## src/rtl/sal_bank_pkg.sv

```systemverilog
// sal_bank_pkg: bank FSM state type, timer width and default DDR2 per-bank timings
package sal_bank_pkg;
  typedef enum logic [1:0] {IDLE, ACTIVE, REFRESH} bank_state_t;
  localparam int TIMER_W = 8;
  localparam int T_RCD_D = 3;
  localparam int T_RAS_D = 8;
  localparam int T_RP_D  = 3;
  localparam int T_RTP_D = 2;
  localparam int T_WTP_D = 9;
  localparam int T_RFC_D = 26;
endpackage

```

## src/rtl/sal_bk_timer.sv

```systemverilog
// sal_bk_timer: loadable down-counter that holds at zero and flags when expired
module sal_bk_timer
  import sal_bank_pkg::*;
#(
  parameter int W = TIMER_W
) (
  input  logic         clk,
  input  logic         rst,
  input  logic         load,
  input  logic [W-1:0] load_val,
  output logic         zero
);
  logic [W-1:0] cnt;
  always_ff @(posedge clk or posedge rst)
    if (rst) cnt <= '0;
    else if (load) cnt <= load_val;
    else if (cnt != '0) cnt <= cnt - 1'b1;
  assign zero = cnt == '0;
endmodule

```

## src/rtl/sal_bank_ctrl.sv

```systemverilog
// sal_bank_ctrl: per-bank DDR2 command sequencer with open-page policy and per-bank timing
module sal_bank_ctrl
  import sal_bank_pkg::*;
#(
  parameter int ROW_AW = 14,
  parameter int COL_AW = 10,
  parameter int T_RCD  = T_RCD_D,
  parameter int T_RAS  = T_RAS_D,
  parameter int T_RP   = T_RP_D,
  parameter int T_RTP  = T_RTP_D,
  parameter int T_WTP  = T_WTP_D,
  parameter int T_RFC  = T_RFC_D
) (
  input  logic              clk,
  input  logic              rst,
  input  logic              req_valid,
  input  logic              req_wr,
  input  logic [ROW_AW-1:0] req_row,
  input  logic [COL_AW-1:0] req_col,
  output logic              req_ready,
  input  logic              ref_pending,
  output logic              ref_done,
  output logic              act_req,
  input  logic              act_gnt,
  output logic              rd_req,
  input  logic              rd_gnt,
  output logic              wr_req,
  input  logic              wr_gnt,
  output logic              pre_req,
  input  logic              pre_gnt,
  output logic              ref_req,
  input  logic              ref_gnt,
  output logic [ROW_AW-1:0] cmd_row,
  output logic [COL_AW-1:0] cmd_col,
  output logic              bank_open,
  output logic [ROW_AW-1:0] open_row
);
  bank_state_t state, state_nx;
  logic rcd_z, ras_z, rp_z, rtp_z, wtp_z, rfc_z;
  logic act_take, rd_take, wr_take, pre_take, ref_take, need_pre;
  // A pending refresh or a row miss both force the open row closed first
  assign need_pre = ref_pending || (req_valid && req_row != open_row);
  assign ref_req  = state == IDLE && ref_pending && rp_z;
  assign act_req  = state == IDLE && !ref_pending && req_valid && rp_z;
  assign pre_req  = state == ACTIVE && need_pre && ras_z && rtp_z && wtp_z;
  assign rd_req   = state == ACTIVE && !need_pre && req_valid && rcd_z && !req_wr;
  assign wr_req   = state == ACTIVE && !need_pre && req_valid && rcd_z && req_wr;
  assign ref_done = state == REFRESH && rfc_z;
  assign act_take = act_req && act_gnt;
  assign rd_take  = rd_req && rd_gnt;
  assign wr_take  = wr_req && wr_gnt;
  assign pre_take = pre_req && pre_gnt;
  assign ref_take = ref_req && ref_gnt;
  assign req_ready = rd_take || wr_take;
  assign bank_open = state == ACTIVE;
  assign cmd_row   = req_row;
  assign cmd_col   = req_col;
  always_comb
    state_nx = ref_take ? REFRESH :
               act_take ? ACTIVE  :
               (pre_take || ref_done) ? IDLE : state;
  always_ff @(posedge clk or posedge rst)
    if (rst) begin
      state    <= IDLE;
      open_row <= '0;
    end else begin
      state <= state_nx;
      if (act_take) open_row <= req_row;
    end
  sal_bk_timer u_rcd (.clk, .rst, .load(act_take), .load_val(TIMER_W'(T_RCD - 1)), .zero(rcd_z));
  sal_bk_timer u_ras (.clk, .rst, .load(act_take), .load_val(TIMER_W'(T_RAS - 1)), .zero(ras_z));
  sal_bk_timer u_rp  (.clk, .rst, .load(pre_take), .load_val(TIMER_W'(T_RP - 1)),  .zero(rp_z));
  sal_bk_timer u_rtp (.clk, .rst, .load(rd_take),  .load_val(TIMER_W'(T_RTP - 1)), .zero(rtp_z));
  sal_bk_timer u_wtp (.clk, .rst, .load(wr_take),  .load_val(TIMER_W'(T_WTP - 1)), .zero(wtp_z));
  sal_bk_timer u_rfc (.clk, .rst, .load(ref_take), .load_val(TIMER_W'(T_RFC - 1)), .zero(rfc_z));
  a_one_req: assert property (@(posedge clk) disable iff (rst)
    $onehot0({act_req, rd_req, wr_req, pre_req, ref_req}));
endmodule

```

## config.mk

```make
export PLATFORM = sky130hd
export DESIGN_NAME = sal_bank_ctrl
export DESIGN_NICKNAME = d
export VERILOG_FILES = /design/src/rtl/sal_bank_pkg.sv /design/src/rtl/sal_bk_timer.sv /design/src/rtl/sal_bank_ctrl.sv
export SDC_FILE = /design/constraint.sdc
export NUM_CORES = 1
export LEC_CHECK = 0
export ABC_AREA = 1
export CAP_MARGIN = 20
export CORE_ASPECT_RATIO = 0.75
export CORE_UTILIZATION = 47
export DETAILED_ROUTE_END_ITERATION = 8
export GPL_TIMING_DRIVEN = 0
export PLACE_DENSITY = 0.77
export SLEW_MARGIN = 20
export SYNTH_ARGS = -nofsm -noshare
export SYNTH_HDL_FRONTEND = slang
export SYNTH_SLANG_ARGS = --single-unit
```

## constraint.sdc

```tcl
create_clock -name clk -period 2.1 [get_ports clk]
set_input_delay 0.63 -clock clk [delete_from_list [all_inputs] [get_ports clk]]
set_output_delay 0.63 -clock clk [all_outputs]
set_load 0.005 [all_outputs]
```

* Yosys cells after proc, flatten, opt, wreduce, memory -nomap -nowiden *
Cells that the tools add are included.
W data, S select, Z words.

operators by class
  add/subtract/negate cells = 6
  reductions and logical operators = 47
  equality and inequality tests = 3
  multiplexer cells = 15

operators by type and width
  cell                   count
  $mux W8                12
  $logic_not A8 Y1       6
  $reduce_bool A8 Y1     6
  $sub A8 B1 Y8 const B  6
  $logic_and A1 B1 Y1    21
  $ne A14 B14 Y1         1
  $reduce_bool A2 Y1     6
  $mux W2                3
  $logic_not A1 Y1       3
  $logic_or A1 B1 Y1     3
  $reduce_bool A3 Y1     1
  $eq A2 B1 Y1 const B   1
  $eq A2 B2 Y1 const B   1
  $logic_not A2 Y1       1

storage, ports and cells
  input bits = 34
  logic and storage cells = 79
  output and inout port bits = 46
  register bits after elaboration = 64

* Longest topological paths before layout *
  depth in word-level cells = 12
  depth in mapped cells = 12
  mapped depth without buffers = 12

* By module *
From an unflattened synthesis, not the netlist that was laid out.

second synthesis, totals
  cells, all modules = 616
  area, all modules = 4,393.0 µm²

by module, submodules not included
  module         instances  area an instance (µm²)  seq. area each (µm²)  cells an instance
  sal_bk_timer   6          530.5                   200.2                 71
  sal_bank_ctrl  1          1,209.9                 400.4                 190

* Least setup slack after synthesis *
OpenSTA, ideal clock, no wires.

  path type = input to output
  start = in req_row[8]
  end = out req_ready
  stages on the path = 12
  required time = 1.470 ns
  path buffers = 0
  slack = -0.012 ns
  arrival = 1.482 ns
  cells stage by stage = inv_1 > nand2_1 > nand2_1 > nor2_1 > nand2_1 > nor2_1 > nand2_1 > nand2_2 > nand4_4 > inv_1 > nand2_1 > nand2_1

on the way
  word-level cells in the longest chain between the ends = 10
  elaborated cells between the ends (all ways) = 12
  classes of those cells = 1 x eq/ne; 11 x reduce/logical

ends and longest elaborated chain
  what                               line                 text
  start: declaration                 sal_bank_ctrl.sv:18  input logic [ROW_AW-1:0] req_row,
  $ne A14 B14 Y1                     sal_bank_ctrl.sv:42  assign need_pre = ref_pending || (req_valid && req_row != open_row);
  $logic_and A1 B1 Y1                sal_bank_ctrl.sv:42
  $logic_or A1 B1 Y1                 sal_bank_ctrl.sv:42
  $logic_not A1 Y1                   sal_bank_ctrl.sv:46  assign rd_req = state == ACTIVE && !need_pre && req_valid && rcd_z && !req_wr;
  $logic_and A1 B1 Y1 (4 in series)  sal_bank_ctrl.sv:46
  net rd_req                         sal_bank_ctrl.sv:25  output logic rd_req,
  $logic_and A1 B1 Y1                sal_bank_ctrl.sv:50  assign rd_take = rd_req && rd_gnt;
  $logic_or A1 B1 Y1                 sal_bank_ctrl.sv:54  assign req_ready = rd_take || wr_take;
  end: declaration                   sal_bank_ctrl.sv:20  output logic req_ready,

The timed path passes the listed nets, and every way through them passes these cells.

* Worst setup path in the final report *
  start = reg u_rcd.cnt[2]
  end = out req_ready

on the way
  word-level cells in the longest chain between the ends = 5
  elaborated cells between the ends (all ways) = 7
  classes of those cells = 7 x reduce/logical

ends and longest elaborated chain
  what                                    line                                      text
  start: declaration                      sal_bk_timer.sv:13                        logic [W-1:0] cnt;
  start signal: assignment                sal_bk_timer.sv:16                        else if (load) cnt <= load_val;
  start signal: assignment                sal_bk_timer.sv:17                        else if (cnt != '0) cnt <= cnt - 1'b1;
  $logic_not A8 Y1 *                      sal_bk_timer.sv:18                        assign zero = cnt == '0;
  $logic_and A1 B1 Y1 *                   sal_bank_ctrl.sv:46, sal_bank_ctrl.sv:47
  $logic_and A1 B1 Y1 (on tied branches)  sal_bank_ctrl.sv:46, sal_bank_ctrl.sv:47
  $logic_and A1 B1 Y1 (on tied branches)  sal_bank_ctrl.sv:50, sal_bank_ctrl.sv:51
  $logic_or A1 B1 Y1 *                    sal_bank_ctrl.sv:54

Mark *: on every way between the ends. The rest lies on a longest branch, timed or not.

==> reports/summary.txt <==
run status: finished, violations left
violated checks: negative setup slack
actual slew at the worst max-slew pin: 485 ps
Slew Viols, Final: 0
Post-Route Setup TNS: -1940 ps
Fin. Hold Viols: 0
Layout Nets: 683
GP Congestion: 0.780
worst r2r path cells: 13
cell area after synthesis: 3860 um^2
clock sinks: 64
vias in the first global route: 3,613
CTS tree: built
die area: 8580 um^2
CP max FO: 3
H-tree depth: 3
Power Density: 1310 nW/um^2
met2 Resource Use GR: 42.8%
unrepaired setup endpoints after global routing: yes
Max VDD drop: 0.998 mV
Place WS: -1330 ps
footprint of the multi-input gates: 1890 um^2
CP cell instances: nor2_2 -> nand3_4 -> nor2_4 -> nand2_4 -> nor2_4 -> nand4_4 -> inv_2 -> buf_6 -> nand2_4 -> nand2_2 -> buf_2
CP max-delay cell: dfrtp_1
Leak: 2.91 nW
placed cell areas: 4750 um^2
Slew HR: 67.4%
largest net degree at the start of global routing: 33
Final ANT Viol Nets: 0
IO Count: 80
reg-to-reg critical path endpoint: u_rfc.cnt[6]$_DFFE_PP0P_
buffer depth of the longest clock path: 2
All-Layer GR Usage: 24.6%
Area Overhead vs Synth: 43.7%
grt total ovfl: 0
IO buf count: 69
# diodes: 0
FF-to-FF Start: u_rfc.cnt[0]$_DFFE_PP0P_
Rows: 28
via count: 3,670
worst path required time: 1470 ps
DP Wirelength: 6060 um
Fmax achieved: 390 MHz
die height: 80.5 um
total CTS buffers: 9
initial antenna violation count: 0
Worst R2R Setup Slack: 100 ps
DR WL/cell: 13.4 um
hold path depth: 3
Worst setup SP type: flop
post-synthesis register bit count: 64
post-synth cell types: 28
CTS root buffer: clkbuf_8
Via density: 4.87
Crit path largest cell delay: 410 ps
final setup margin: -466 ps
max-cap viol count: 0
DRT iter0 DRCs: 246
hold wc startpoint: req_row[11]
GRT met3 Usage: 5.52%
# DRC: 0
global-route wire length before repair: 16,200 um
Final setup viols: 7
Worst-Skew Late Latency: 350 ps
Worst Hold Class: input pin to flop
Global Route met1 Usage: 29.0%
final instance area: 5550 um^2
WL final: 10,100 um
fill cell count: 582
period utilization: 122%
synth warn: 0
clock skew: 10.7 ps
CP Data Arrival Time: 1940 ps
Core Area: 7920 um^2
post-synthesis sequential area ratio: 41.5%
chip width: 107 um
overall power: 0.00729 W
Synth Instances: 500
initial core utilization: 48.7%
fin crit period: 2570 ps
kind of critical path: flop to output port
nature of the critical path endpoint: output port
DRT Pass-1 Iters: 4
Syn Nets: 540
Worst Hold End: open_row[11]$_DFFE_PP0P_
share of cells above drive strength 1: 35.2%
Avg Inst Size Synth: 7.72 um^2
flip-flop and latch area: 1600 um^2
clock transition at the registers of the reported paths: 70 ps
GR peak layer: met2
cell usage in the layout, fill, tap and decap left out, types with 2 or more instances in the layout:
cell and n:
o21ai_0 11, buf_4 80, ha_4 6, inv_6 2, nand3b_1 2, clkbuf_2 2, inv_4 3, xnor2_1 9
nor2_2 9, o21ai_1 2, nand3_4 4, o21ai_2 14, nor2_1 48, nand4_4 4, nor3_1 5, inv_2 26
clkdlybuf4s50_1 45, nand4_1 3, a21oi_1 13, nor2_4 13, dfrtp_1 63, inv_1 66, nand2_2 8, nand2_1 106
nand2_4 3, nand3_1 31, xor2_1 10, buf_2 18, nand3_2 3, clkinv_2 3, buf_6 10, dlygate4sd2_1 3
clkbuf_8 12, o211ai_1 2
routing by layer:
layer,vias up,share of wire [%]
met5,-,0
met4,0,3.1
met3,34,4.4
met2,107,52
met1,1741,41
li1,1788,-
state kept, by name (all words and copies together) (netlist names):
| signal | count |
|---|---|
| open_row | 14 |
| state | 2 |
| u_ras.cnt | 8 |
| u_rcd.cnt | 8 |
| u_rfc.cnt | 8 |
| u_rp.cnt | 8 |
| u_rtp.cnt | 8 |
| u_wtp.cnt | 8 |
stage by stage:
step                      hold slack, ps  std cells  utilization, %
after global placement               466        674            59.4
final                                533        753            70.0
after CTS                            508        747            69.4
after floorplan                      452        500               -
after global routing                 533        753            70.0
after detailed placement             473        676            60.0
cells by family after synthesis:
logic type	Yosys count	synth area share, %
flops	64	41.5
fa+ha+maj	6	1.95
buf+inv	127	15.5
xor+xnor	20	4.54
simple gates	241	29.6
compound gates	42	6.94
layout make-up:
type | instances | area share (%)
multi-input combinational | 309 | 34.1
clock buffer | 13 | 3.05
inverter | 99 | 7.22
sequential | 64 | 28.9
buffer | 28 | 4.06
tap | 105 | 2.37
clock inverter | 3 | 0.271
timing repair buffer | 132 | 20.1
worst max-delay path by stage:
| stage | slack (ps) | endpoint | depth (start not counted) | start |
|---|---|---|---|---|
| finish | -470 | req_ready | 11 | u_rcd.cnt[2]$_DFFE_PP0P_ |
| global route | -610 | req_ready | 14 | open_row[2]$_DFFE_PP0P_ |
| detailed placement | -1330 | req_ready | 14 | req_row[4] |
| CTS | -460 | req_ready | 12 | u_rcd.cnt[1]$_DFFE_PP0P_ |
| floorplan | 0.9 | req_ready | 12 | req_row[13] |
| global placement | -1320 | req_ready | 14 | req_row[4] |
cells in the mapped netlist (all sizes together):
cell    number  area [um^2]
a21oi       13         65.1
buf         28          225
dfrtp       64         1600
ha           6         75.1
inv         99          372
nand2      117          462
nand3       38          223
nand3b       2         15.0
nand4        7         86.3
nor2        70          320
nor3         6         30.0
o211ai       2         15.0
o21ai       27          188
or2          1         6.26
xnor2       10         87.6
xor2        10         87.6
critical path: cells and delay by family, from the launching register on:
kind,cells,cell delay (ps)
simple gates,8,910
flops,1,410
buf+inv,3,270
report_power, final:
| part | internal, W | total [W] | switching, W |
|---|---|---|---|
| clock | 0.000520 | 0.000988 | 0.000469 |
| sequential | 0.00179 | 0.00231 | 0.000526 |
| combinational | 0.00196 | 0.00399 | 0.00203 |
timing repair:
action / CTS / global route
hold buffers: 0 / 0
resized for setup: 151 / 9
cloned: 0 / 0
setup endpoints to repair: 23 / 10
buffers inserted: 56 / 14
pin swaps: 36 / 16
(Power assumes the default switching activity.)
